**config.mk**
```make
export PLATFORM = sky130hd
export DESIGN_NAME = regfile_wb_sched
export DESIGN_NICKNAME = d
export VERILOG_FILES = /design/src/rtl/regfile_wb_sched.sv
export SDC_FILE = /design/constraint.sdc
export NUM_CORES = 1
export LEC_CHECK = 0
export CORE_UTILIZATION = 52
export DETAILED_ROUTE_END_ITERATION = 10
export PLACE_DENSITY_LB_ADDON = 0.3
export RECOVER_POWER = 50
export SYNTH_ARGS = -nofsm -noshare
export SYNTH_HDL_FRONTEND = slang
export SYNTH_SLANG_ARGS = --single-unit
```
**constraint.sdc**
```tcl
create_clock -name clock -period 5.87 [get_ports clock]
set_input_delay 1.174 -clock clock [delete_from_list [all_inputs] [get_ports clock]]
set_output_delay 1.174 -clock clock [all_outputs]
set_load 0.01 [all_outputs]
```
**src/rtl/regfile_wb_sched.sv**
```systemverilog
// regfile_wb_sched: merges ME commits, buffered long-op results and debug
// writes onto the single register-file write port; tracks busy registers.
module regfile_wb_sched #(
    parameter int FIFO_DEPTH = 2
) (
    input  logic        clock,
    input  logic        reset_n,
    input  logic        m_valid,
    input  logic [5:0]  m_wbr,
    input  logic [31:0] m_res,
    input  logic        lo_issue,
    input  logic [5:0]  lo_wbr,
    output logic        lo_issue_ready,
    input  logic        lo_done_valid,
    input  logic [5:0]  lo_done_wbr,
    input  logic [31:0] lo_done_res,
    output logic        lo_done_ready,
    input  logic        dbg_req,
    input  logic [4:0]  dbg_addr,
    input  logic [31:0] dbg_wdata,
    output logic        dbg_ack,
    input  logic [5:0]  q_rs,
    input  logic [5:0]  q_rt,
    input  logic [5:0]  q_wbr,
    output logic        q_stall,
    output logic        rf_we,
    output logic [4:0]  rf_addr,
    output logic [31:0] rf_data,
    output logic [31:0] sb_busy,
    output logic [31:0] perf_port_conflict
);
    localparam logic [1:0] LP_DEPTH = 2'(FIFO_DEPTH);

    logic [4:0]  r_fifo_addr [2];
    logic [31:0] r_fifo_data [2];
    logic        r_rd_ptr;
    logic        r_wr_ptr;
    logic [1:0]  r_count;
    logic [31:0] r_sb;
    logic        r_we;
    logic [4:0]  r_addr;
    logic [31:0] r_data;
    logic        r_ack;
    logic [31:0] r_perf;

    logic        w_m_real;
    logic        w_fifo_ne;
    logic [4:0]  w_head_addr;
    logic        w_head_win;
    logic        w_dbg_win;
    logic        w_enq;
    logic        w_issue_set;
    logic [31:0] w_set_mask;
    logic [31:0] w_clr_mask;
    logic [31:0] w_sb_n;
    logic        w_we_n;
    logic [4:0]  w_addr_n;
    logic [31:0] w_data_n;

    function automatic logic f_busy(input logic [5:0] r, input logic [31:0] sb);
        return r[5] & sb[r[4:0]];
    endfunction

    function automatic logic f_real(input logic [5:0] r);
        return r[5] & (|r[4:0]);
    endfunction

    assign w_m_real    = m_valid & f_real(m_wbr);
    assign w_fifo_ne   = (r_count != 2'd0);
    assign w_head_addr = r_fifo_addr[r_rd_ptr];
    assign w_head_win  = w_fifo_ne & ~w_m_real;
    // the ack cycle itself is excluded so a held request cannot win twice
    assign w_dbg_win   = dbg_req & ~w_fifo_ne & ~w_m_real & ~r_ack;

    assign lo_done_ready  = (r_count < LP_DEPTH);
    assign lo_issue_ready = ~f_busy(lo_wbr, r_sb);
    assign w_enq          = lo_done_valid & lo_done_ready & f_real(lo_done_wbr);
    assign w_issue_set    = lo_issue & lo_issue_ready & f_real(lo_wbr);

    assign w_set_mask = w_issue_set ? (32'd1 << lo_wbr[4:0]) : 32'd0;
    assign w_clr_mask = w_head_win ? (32'd1 << w_head_addr) : 32'd0;
    assign w_sb_n     = (r_sb & ~w_clr_mask) | w_set_mask;

    assign q_stall = f_busy(q_rs, r_sb) | f_busy(q_rt, r_sb)
                   | f_busy(q_wbr, r_sb);

    always_comb begin
        w_we_n   = 1'b0;
        w_addr_n = r_addr;
        w_data_n = r_data;
        if (w_m_real) begin
            w_we_n   = 1'b1;
            w_addr_n = m_wbr[4:0];
            w_data_n = m_res;
        end else if (w_head_win) begin
            w_we_n   = 1'b1;
            w_addr_n = w_head_addr;
            w_data_n = r_fifo_data[r_rd_ptr];
        end else if (w_dbg_win) begin
            w_we_n   = |dbg_addr;
            w_addr_n = dbg_addr;
            w_data_n = dbg_wdata;
        end
    end

    always_ff @(posedge clock) begin
        if (w_enq) begin
            r_fifo_addr[r_wr_ptr] <= lo_done_wbr[4:0];
            r_fifo_data[r_wr_ptr] <= lo_done_res;
        end
    end

    always_ff @(posedge clock or negedge reset_n) begin
        if (!reset_n) begin
            r_rd_ptr <= 1'b0;
            r_wr_ptr <= 1'b0;
            r_count  <= 2'd0;
            r_sb     <= 32'd0;
            r_we     <= 1'b0;
            r_addr   <= 5'd0;
            r_data   <= 32'd0;
            r_ack    <= 1'b0;
            r_perf   <= 32'd0;
        end else begin
            if (w_enq)
                r_wr_ptr <= ~r_wr_ptr;
            if (w_head_win)
                r_rd_ptr <= ~r_rd_ptr;
            r_count <= r_count + {1'b0, w_enq} - {1'b0, w_head_win};
            r_sb    <= w_sb_n;
            r_we    <= w_we_n;
            r_addr  <= w_addr_n;
            r_data  <= w_data_n;
            r_ack   <= w_dbg_win;
            if (w_m_real & w_fifo_ne)
                r_perf <= r_perf + 32'd1;
        end
    end

    assign rf_we              = r_we;
    assign rf_addr            = r_addr;
    assign rf_data            = r_data;
    assign dbg_ack            = r_ack;
    assign sb_busy            = r_sb;
    assign perf_port_conflict = r_perf;
endmodule

```
-- After elaboration in Yosys (flattened, before gate mapping)
Memories as Yosys holds them, arrays and structs flattened.
Cells that the tools add are included.
- output and inout port bits: 106
- bits in writable memories: 74
- memories kept: 2
- register bits: 107
- word-level logic and storage cells: 76
- reductions and logical operators: 6
- bitwise operators: 28
- add/subtract/negate cells: 3
- magnitude comparators: 5
- muxes and demuxes: 21
- shift-type cells: 2
- memory list (memory ; words ; width ; read ports ; clocked after memory_dff ; wr ports ; line ; source):
    r_fifo_data ; 2 ; 32 ; 1 ; 0 ; 1 ; 35 ; logic [31:0] r_fifo_data [2];
    r_fifo_addr ; 2 ; 5 ; 1 ; 0 ; 1 ; 34 ; logic [4:0] r_fifo_addr [2];
- operators with widths (operator ; number):
    32-bit 2-to-1 mux ; 5
    1-bit by 5-bit left shift with 32-bit output (first input constant) ; 2
    32-bit by 1-bit adder with 32-bit output (second input constant) ; 1
    32-bit bitwise AND ; 1
    32-bit inverter ; 1
    32-bit bitwise OR ; 1
    5-bit by 6-bit less-than comparator with 1-bit output (second input constant) ; 4
    1-bit binary-select mux with 5-bit select ; 4
    5-bit OR reduction ; 4
    1-bit bitwise AND ; 17
    5-bit 2-to-1 mux ; 3
    1-bit 2-to-1 mux ; 9
    1-bit inverter ; 6
    3-bit nonzero test ; 1
    2-bit by 1-bit adder with 2-bit output ; 1
    2-bit less-than comparator (second input constant) ; 1
    1-bit bitwise OR ; 2
    2-bit nonzero test ; 1
    2-bit by 1-bit subtractor with 2-bit output ; 1

-- Logic depth before layout (Yosys ltp)
Gate-level depths: netlist of run 1.
- depth after elaboration: 9
- gate-level depth with buffers: 9
- gate-level depth less buffers: 7

-- Worst setup path after synthesis of run 1
No wires, ideal clock.
- path kind: input -> output
- start: in q_rt[1]
- end: out q_stall
- required time: 4696 ps
- path buffers: 1
- slack: 1753 ps
- stages: 5
- data arrival time: 2943 ps
- cell sequence: clkbuf_1 -> mux4_2 -> mux4_2 -> o2111ai_1 -> nand4_1
- longest elaborated chain between the ends: 5
- RTL lines (item ; line ; source):
    start, declared ; 23 ; input logic [5:0] q_rt,
    1-bit binary-select mux with 5-bit select ; 61 ; return r[5] & sb[r[4:0]];
    1-bit 2-to-1 mux (implied by the code) ; 61 ;
    1-bit bitwise AND ; 61 ;
    1-bit bitwise OR ; 84 ; assign q_stall = f_busy(q_rs, r_sb) | f_busy(q_rt, r_sb)
    1-bit bitwise OR ; 85 ; | f_busy(q_wbr, r_sb);
    end, declared ; 25 ; output logic q_stall,
No other way between the ends. The select of a mux whose other input is x is not followed.

-- Worst setup path after layout of run 1
- start: in lo_wbr[0]
- end: out lo_issue_ready
- longest elaborated chain between the ends: 4
- RTL lines (item ; line ; source):
    start, declared ; 12 ; input logic [5:0] lo_wbr,
    1-bit binary-select mux with 5-bit select ; 61 ;
    1-bit 2-to-1 mux (implied by the code) ; 61 ;
    1-bit bitwise AND ; 61 ;
    1-bit inverter ; 76 ; assign lo_issue_ready = ~f_busy(lo_wbr, r_sb);
    end, declared ; 13 ; output logic lo_issue_ready,
No other way between the ends. The select of a mux whose other input is x is not followed.

==> impl_results.md, run 1 <==
- Top-area cell type share of the netlist area: 30.15%
- IO Port Bufs: 248
- Ys Warns: 0
- Commonest non-fill, non-tap cell in the layout: clkdlybuf4s50_1
- Async SR Flop Fraction: 59.12%
- Setup crit start kind: input pin
- Final nets: 1128
- Total gr overflow: 0
- Initial Util: 53.37%
- Remaining antenna violation count: 0
- Initial antenna violation count: 5
- Max-Slew Margin vs Limit: -175.6%
- Final setup violation count: 0
- RR Startpoint: r_rd_ptr
- CTS tree: done
- # resized after CTS: 0
- Root buf cell: clkbuf_16
- Min-delay worst type: register to register
- DP Wirelength: 16600 um
- Max_cap viols: 1
- Largest family of logic cells by synthesized area: multiplexers
- Hold Vio Cnt, Final: 0
- Synth area leaders: dfrtp_1, edfxtp_1, mux2i_1
- Commonest non-fill, non-tap cells in the layout: clkdlybuf4s50_1, dfrtp_1, dlygate4sd3_1
- CP Data Arrival Time: 4160 ps
- Max Clk Rate: 187.5 MHz
- 1st-iter DRT viols: 534
- # IOs: 249
- CP Launch Point: lo_wbr[0]
- Core region area: 0.01664 mm2
- Setup repair bufs after CTS: 0
- Clock skew: 8.787 ps
- PwrDens: 414.2 mW/mm2
- CP Capture Point: lo_issue_ready
- Clk slew on worst S/H paths: 70 ps
- Violated checks: max-capacitance violations, max-slew violations
- WHS: 465.1 ps
- Total CTS buffers: 17
- Residual DRC count: 0
- Area growth, synth to finish: 37.19%
- Seq/Total Area, Yosys: 55.16%
- Hold_buf cts: 0
- Predominant post-synthesis flop cell: dfrtp_1
- Fin. max-slew vios: 78
- Via count: 7174
- GP Congestion: 0.9414
- Largest net degree at the start of global routing: 78
- Vias in the first global route: 7068
- Final Cycle Share: 90.88%
- Cell count of the worst reg-to-reg path: 6
- Peak supply drop: 0.2683 mV
- Share of layout cells above drive strength 1: 8.032%
- CTS Buffer Depth: 2
- Worst-Margin Slew: 4134 ps
- Final WL: 23850 um
- Overall power: 5.047 mW
- All-Layer GR Usage: 27.79%
- Syn Std Cell Area: 0.008882 mm2
- RSZ-0062 raised after global routing: false
- CP Capture Type: output pin
- Die area: 0.01761 mm2
- Mux share of post-synthesis cell area: 17.52%
- Synth Area in XOR/XNOR: 3.550%
- Post-Synth Adder-Cell Area: 0.2817%
- Compound-Gate Fraction of Synth Area: 10.34%
- Sum Neg Setup Slack: 0 ps
- Worst-Skew Late Latency: 430 ps
- Syn_area_per_cell: 11.81 um2
- First-pass GRT wire length: 37490 um
- Critical-path maximum fanout: 17
- Syn Nets: 897
- Row Count: 47
- Die Wd: 132.7 um
- CTS Sinks: 181
- Status: complete, but fails checks
- DRT Pass-1 Iters: 5
- Worst setup path category: input pin to output pin
- Worst endpoint required time: 4700 ps
- Leak pwr: 4.915 nW
- Post-synth top area cell: dfrtp_1
- Vias per cell: 5.876
- Post-route minimum period: 5335 ps
- Simple-Gate Fraction of Synth Area: 10.34%
- FF-to-FF End: sb_busy[2]
- Post-Synthesis Cells: 752
- Die Ht: 132.7 um
- Max H-tree Level: 4
- R2R setup slack: 3390 ps
- Distinct cell type count after synthesis: 48
- EDFF count, synth: 74
- Synth Register Bits: 181
- Wire per inst: 19.53 um
final cells by class:
class                   count  area [um2]
flip-flops and latches    181        4901
fillers                  1188        4457
multi-input cells         510        3772
repair buffers            254        2519
clock buffers              17       425.4
well taps                 220       275.3
clock inverters            15       209.0
inverters                  19       71.32
diodes                      5       12.51
metal layers:
layer	vias to the layer above	track usage (%)	part of all wire (%)
met4	0	11.94	3.0
met2	386	44.56	47
met1	3472	36.31	41
li1	3260	-	-
met3	56	6.590	8.1
met5	-	0	0
state kept, by name (all words and copies together) (netlist names):
name                flops
dbg_ack                 1
perf_port_conflict     32
r_count                 2
r_fifo_addr            10
r_fifo_data            64
r_rd_ptr                1
r_wr_ptr                1
rf_addr                 5
rf_data                32
rf_we                   1
sb_busy                32
cells by family after synthesis:
kind of cell               Yosys count
muxes                              112
buffers and inverters               61
and+or+nand+nor                    197
AOI/OAI and AO/OA                  163
DFF                                181
xor gates and xnor gates            36
adders and majority gates            2
metrics by stage:
step / instances / worst slack (ps) / cell area (um2) / utilization (%)
floorplan: 752 / 1753 / 8882 / -
CTS: 1216 / 574.3 / 12180 / 73.18
finish: 1221 / 535.3 / 12190 / 73.22
detailed placement: 1184 / 558.3 / 11540 / 69.37
global placement: 1184 / 640.1 / 11540 / 69.37
global route: 1220 / 262.5 / 12180 / 73.21
synthesized netlist by cell type (7+ instances only):
cell type	number
dfrtp_1	107
mux2i_1	76
edfxtp_1	74
o21ai_0	65
nor2_1	63
nand2_1	61
a21oi_1	35
clkbuf_1	35
mux4_2	28
nand3_1	26
o21ai_1	26
xnor2_1	20
inv_1	19
xor2_1	16
nand4_1	10
o211ai_1	8
nand2b_1	7
o31ai_1	7
worst max-delay path, cell delays in order:
cell	delay (ps)
clkdlybuf4s50_1	880
mux4_1	640
mux4_2	450
or2_1	360
nand2_1	120
clkdlybuf4s50_1	530
power by group:
group,internal (mW),switching (mW)
Sequential,1.63,0.371
Clock,0.691,0.531
Combinational,0.950,0.873
how the worst min path moves through the flow:
| stage | from | end | depth (start not counted) |
|---|---|---|---|
| floorplan | r_wr_ptr | r_wr_ptr | 1 |
| global placement | perf_port_conflict[31] | perf_port_conflict[31] | 1 |
| detailed placement | perf_port_conflict[31] | perf_port_conflict[31] | 1 |
| CTS | perf_port_conflict[31] | perf_port_conflict[31] | 1 |
| global route | perf_port_conflict[31] | perf_port_conflict[31] | 1 |
| finish | perf_port_conflict[31] | perf_port_conflict[31] | 1 |
Power figures use the tool's default switching activity.
==> run 2, diff against run 1 <==
--- a/config.mk
+++ b/config.mk
@@ -7,7 +7,7 @@
 export LEC_CHECK = 0
 export CORE_UTILIZATION = 52
 export DETAILED_ROUTE_END_ITERATION = 10
-export PLACE_DENSITY_LB_ADDON = 0.3
+export PLACE_DENSITY = 0.86
 export RECOVER_POWER = 50
 export SYNTH_ARGS = -nofsm -noshare
 export SYNTH_HDL_FRONTEND = slang
==> run 2 against run 1 <==
Compared with the run above: the flow still finishes with violations (max-capacitance violations, max-slew violations); core utilization is 0.21 points lower; clock power is 8% lower; sequential power hardly changed; cell area is 0.29% lower; total power is 2.2% lower; register-to-register slack worse by 210 ps; global-route usage is 1.2 points higher; die area stayed put; clock-buffer cell count is 1 higher; clock skew is 0.64 ps lower; hold slack better by 3.6 ps; critical path type unchanged; critical endpoint unchanged; largest cell class unchanged.
==> impl_results.md, run 2 (same netlist as run 1, synthesis figures left out) <==
- R2R setup slack: 3180 ps
- Initial antenna violation count: 5
- Leak pwr: 4.901 nW
- Root buf cell: clkbuf_16
- FF-to-FF End: rf_data[6]
- Slowest cell on crit path: clkdlybuf4s50_1
- CP Launch Point: lo_wbr[0]
- Vias in the first global route: 7234
- CP Data Arrival Time: 3830 ps
- Hold path cells: 1
- Status: complete, but fails checks
- # IOs: 249
- Row Count: 47
- IO Port Bufs: 248
- CTS Sinks: 181
- Via count: 7221
- CTS Buffer Depth: 2
- Worst-Margin Slew: 3923 ps
- Largest Register: r_fifo_data
- Die Ht: 132.7 um
- Clk slew on worst S/H paths: 70 ps
- Hold_buf cts: 0
- Cell chain of the critical path: clkdlybuf4s50_1 > mux4_1 > mux4_2 > or2_1 > nand2_1 > clkdlybuf4s50_1
- Commonest non-fill, non-tap cells in the layout: clkdlybuf4s50_1, dfrtp_1, dlygate4sd3_1
- # resized after CTS: 0
- Worst path most repeated cell: clkdlybuf4s50_1
- Die Wd: 132.7 um
- Share of layout cells above drive strength 1: 8.116%
- Layout fillers: 1143
- Worst setup path category: input pin to output pin
- Post-layout worst setup margin: 867.9 ps
- Place WS: 877.6 ps
- P_int: 3.188 mW
- Initial Util: 53.37%
- Hold Vio Cnt, Final: 0
- Max_cap viols: 1
- Total CTS buffers: 17
- Design Area, Final: 0.01215 mm2
- CP Capture Type: output pin
- First-pass GRT wire length: 38980 um
- Largest delay share family, worst path: buffers and inverters
- Min-delay worst type: register to register
- Cell count of the worst reg-to-reg path: 6
- Core region area: 0.01664 mm2
- 1st-iter DRT viols: 526
- RR Startpoint: r_count[1]
- Hold Path Origin: perf_port_conflict[31]
- Finished Layout Cells: 1221
- Die area: 0.01761 mm2
- Worst-Skew Late Latency: 420 ps
- Max-Slew Margin vs Limit: -161.6%
- Sum Neg Setup Slack: 0 ps
- Max Clk Rate: 199.9 MHz
- CTS tree: done
- All-Layer GR Usage: 28.98%
- Residual DRC count: 0
- Critical-path maximum fanout: 9
- Sw Ratio: 35.42%
- Max H-tree Level: 4
- RSZ-0062 raised after global routing: false
- Final setup violation count: 0
- Psw: 1.748 mW
- DRT Pass-1 Iters: 5
- Commonest non-fill, non-tap cell in the layout: clkdlybuf4s50_1
- Overall power: 4.936 mW
- Clock network power share: 22.7%
- Final WL: 24540 um
- Slowest stage delay, CP: 610 ps
- GP Congestion: 0.9823
- Vias per cell: 5.914
- Violated checks: max-capacitance violations, max-slew violations
- Fin. max-slew vios: 70
- Peak supply drop: 0.3029 mV
- Area growth, synth to finish: 36.79%
- Worst endpoint required time: 4700 ps
- Worst path bufs/invs: 2
- Final Cycle Share: 85.22%
- Post-route minimum period: 5002 ps
- Combinational Power Share: 37.0%
- Cell count after placement: 1186
- PwrDens: 406.3 mW/mm2
- Hold Path End: perf_port_conflict[31]
- Sequential Power Share: 40.3%
- Setup crit start kind: input pin
- Max reg flops: 64
- Wire per inst: 20.10 um
- Clock skew: 8.150 ps
- Final nets: 1130
- DP Wirelength: 17670 um
- Largest net degree at the start of global routing: 73
- Remaining antenna violation count: 0
- Total gr overflow: 0
- Setup repair bufs after CTS: 0
- Area post-placement: 0.01156 mm2
run 2: cell types whose count changed in the layout (fill, tap and decap cells not counted):
cell,change
inv_8,-2
clkinv_8,+1
clkbuf_1,+1
inv_6,+2
diode_2,-2
buf_4,+2
bufinv_16,-2
run 2: cell type report:
cell class / instances / area [um2] / share of cell area, %
clock inverter: 14 / 160.2 / 1.318
timing repair buffer: 256 / 2534 / 20.85
sequential: 181 / 4901 / 40.34
antenna: 3 / 7.507 / 0.06179
inverter: 19 / 71.32 / 0.5870
tap: 220 / 275.3 / 2.265
clock buffer: 18 / 429.2 / 3.532
multi-input combinational: 510 / 3772 / 31.05
run 2: worst register-to-register path, cell delays in order, from the launching register on:
cell     delay (ps)
dfrtp_1         440
nor2_4          120
buf_4           550
nand3_2         680
buf_4           510
nor2_1          180
a21oi_1          70
run 2: layer usage:
layer  track usage (%)  vias up  share of wire (%)
li1                  -     3273                  -
met4             10.79        4                2.8
met3             8.544       61                8.5
met5                 0        -               0.11
met2             47.89      363                 49
met1             36.15     3520                 39
run 2: worst max path at each step:
stage	slack, ps	depth (start not counted)	endpoint
after global routing	490	1	r_rd_ptr
after detailed placement	880	7	q_stall
final	870	6	lo_issue_ready
after CTS	870	7	q_stall
after floorplan	1750	5	q_stall
after global placement	870	7	q_stall
run 2: power by group through the flow:
stage	logic, mW	registers, mW	clock network (mW)
floorplan	0.944	1.97	0
global placement	1.83	2.00	0
detailed placement	1.88	2.00	0
CTS	1.89	1.98	1.13
global route	1.99	2.02	1.19
finish	1.83	1.99	1.12
run 2: metrics by stage:
stage               util, %  hold WS, ps
floorplan                 -        468.1
global placement      69.46        457.7
detailed placement    69.46        464.3
CTS                   73.00        477.7
global route          73.01        490.2
finish                73.01        468.7
==> run 3, diff against run 2 <==
--- a/config.mk
+++ b/config.mk
@@ -5,6 +5,7 @@
 export SDC_FILE = /design/constraint.sdc
 export NUM_CORES = 1
 export LEC_CHECK = 0
+export CORE_ASPECT_RATIO = 2
 export CORE_UTILIZATION = 52
 export DETAILED_ROUTE_END_ITERATION = 10
 export PLACE_DENSITY = 0.86
==> run 3 against run 2 <==
Compared with the run above: the run still ends with max-capacitance violations, max-slew violations left; total power is essentially flat; clock-buffer cell count decreased by 1; setup slack got worse by 31 ps; global-route usage up 1.3 points; clock power barely moved; via count fell by 0.71%; register-to-register slack got worse by 320 ps; sequential share of layout area is 0.13 points higher; largest power group unchanged; cell area decreased by 0.32%; first-iteration DRC count shrank 8.6%.
==> impl_results.md, run 3 (same netlist as run 1, synthesis figures left out) <==
- GP Congestion: 1.021
- Area of the multi-input gates: 0.003772 mm2
- Seq. cell area: 0.004901 mm2
- Violated checks: max-capacitance violations, max-slew violations
- Worst-Skew Late Latency: 430 ps
- R2R setup slack: 2860 ps
- Slowest stage delay, CP: 660 ps
- Max_cap viols: 1
- Remaining antenna violation count: 0
- Max Clk Rate: 198.7 MHz
- Status: complete, but fails checks
- Residual DRC count: 0
- Final nets: 1129
- All-Layer GR Usage: 30.24%
- DP Wirelength: 18280 um
- Final setup violation count: 0
- # IOs: 249
- Max-Slew Margin vs Limit: -144.2%
- Sw Ratio: 35.69%
- Total CTS buffers: 17
- Final Cycle Share: 85.75%
- Cell count of the worst reg-to-reg path: 6
- Initial antenna violation count: 2
- Commonest non-fill, non-tap cells in the layout: clkdlybuf4s50_1, dfrtp_1, dlygate4sd3_1
- Worst endpoint required time: 4700 ps
- Area growth, synth to finish: 36.36%
- Core region area: 0.01677 mm2
- Slowest cell on crit path: clkdlybuf4s50_1
- First-pass GRT wire length: 39580 um
- Hold Path Origin: perf_port_conflict[31]
- Max H-tree Level: 4
- Psw: 1.764 mW
- Hold Path End: perf_port_conflict[31]
- Clk slew on worst S/H paths: 70 ps
- Worst path most repeated cell: clkdlybuf4s50_1
- Clock skew: 9.671 ps
- RR Startpoint: r_count[1]
- Hold Vio Cnt, Final: 0
- Root buf cell: clkbuf_16
- Row Count: 67
- Peak supply drop: 0.2977 mV
- CP Data Arrival Time: 3860 ps
- Worst setup path category: input pin to output pin
- Commonest non-fill, non-tap cell in the layout: clkdlybuf4s50_1
- Sequential Power Share: 40.7%
- Largest net degree at the start of global routing: 65
- Leak pwr: 4.889 nW
- P_int: 3.178 mW
- Setup crit start kind: input pin
- PwrDens: 408.0 mW/mm2
- Vias per cell: 5.940
- Min-delay worst type: register to register
- Vias in the first global route: 7441
- Total gr overflow: 0
- Hold path cells: 1
- Final WL: 25160 um
- Wire per inst: 20.85 um
- Max reg flops: 64
- Cell chain of the critical path: clkdlybuf4s50_1 > mux4_1 > mux4_2 > or2_1 > nand2_1 > clkdlybuf4s50_1
- FF-to-FF End: rf_data[15]
- Via count: 7170
- RSZ-0062 raised after global routing: false
- IO Port Bufs: 248
- CTS Sinks: 181
- CTS Buffer Depth: 2
- Sum Neg Setup Slack: 0 ps
- Largest Register: r_fifo_data
- Fin. max-slew vios: 65
- Die Wd: 94.42 um
- CTS tree: done
- DRT Pass-1 Iters: 5
- Hold_buf cts: 0
- Critical-path maximum fanout: 9
- Setup repair bufs after CTS: 0
- Overall power: 4.941 mW
- CP Launch Point: lo_wbr[0]
- Post-route minimum period: 5033 ps
- 1st-iter DRT viols: 481
- Clock network power share: 22.4%
- Worst-Margin Slew: 3662 ps
- CP Capture Type: output pin
- Combinational Power Share: 36.9%
- Layout fillers: 1185
- # resized after CTS: 0
- Die area: 0.01764 mm2
- Die Ht: 186.8 um
- Share of layout cells above drive strength 1: 7.924%
- Initial Util: 52.98%
[run 3: changes by cell type in the layout (fill, tap and decap cells not counted), sizes merged]
cell / previous run / this run
clkinv: 4 / 5
buf: 7 / 6
clkbuf: 20 / 19
inv: 27 / 25
clkinvlp: 1 / 3
[run 3: how the worst max path moves through the flow]
stage          cells past startpoint  slack [ps]        endpoint
2_1_floorplan                      5        1750         q_stall
3_3_place_gp                       6         870  lo_issue_ready
3_5_place_dp                       6         810         q_stall
4_1_cts                            6         820         q_stall
5_1_grt                            2         400        r_rd_ptr
6_report                           6         840  lo_issue_ready
[run 3: stage by stage]
step	util [%]	area, um2	cells	setup slack (ps)	hold WS [ps]
6_report	72.24	12110	1207	836.6	460.9
5_1_grt	72.22	12110	1206	402.0	474.3
4_1_cts	72.23	12110	1204	815.5	472.2
3_5_place_dp	68.81	11540	1172	812.5	460.2
3_3_place_gp	68.81	11540	1172	872.3	455.8
2_1_floorplan	-	8882	752	1753	468.1
[run 3: metal layers]
layer / wire, um / global-route usage (%) / vias to the layer above / part of all wire [%]
met2: 13610 / 52.68 / 396 / 54
li1: - / - / 3256 / -
met4: 1501 / 18.76 / 0 / 6.0
met1: 8257 / 32.21 / 3405 / 33
met3: 1792 / 6.667 / 113 / 7.1
met5: 0 / 0 / - / 0
[run 3: cell type report]
class                           instances  share of cell area, %
Sequential cell                       181                  40.46
Multi-Input combinational cell        510                  31.15
Timing Repair Buffer                  255                  20.86
Clock buffer                           17                  3.512
Tap cell                              207                  2.138
Clock inverter                         15                  1.229
Inverter                               19                 0.5888
Antenna cell                            3                0.06198
[run 3: power groups by stage]
stage          registers, mW  clock network (mW)  logic [mW]
2_1_floorplan           1.97                   0       0.944
3_3_place_gp            2.01                   0        1.83
3_5_place_dp            2.01                   0        1.88
4_1_cts                 1.99                1.13        1.89
5_1_grt                 2.04                1.17        1.98
6_report                2.01                1.11        1.82
[run 3: worst max-delay path, delay by kind of cell]
family	cells	cell delay, ps
buf+inv	2	1190
mux	2	1050
simple gates	2	440
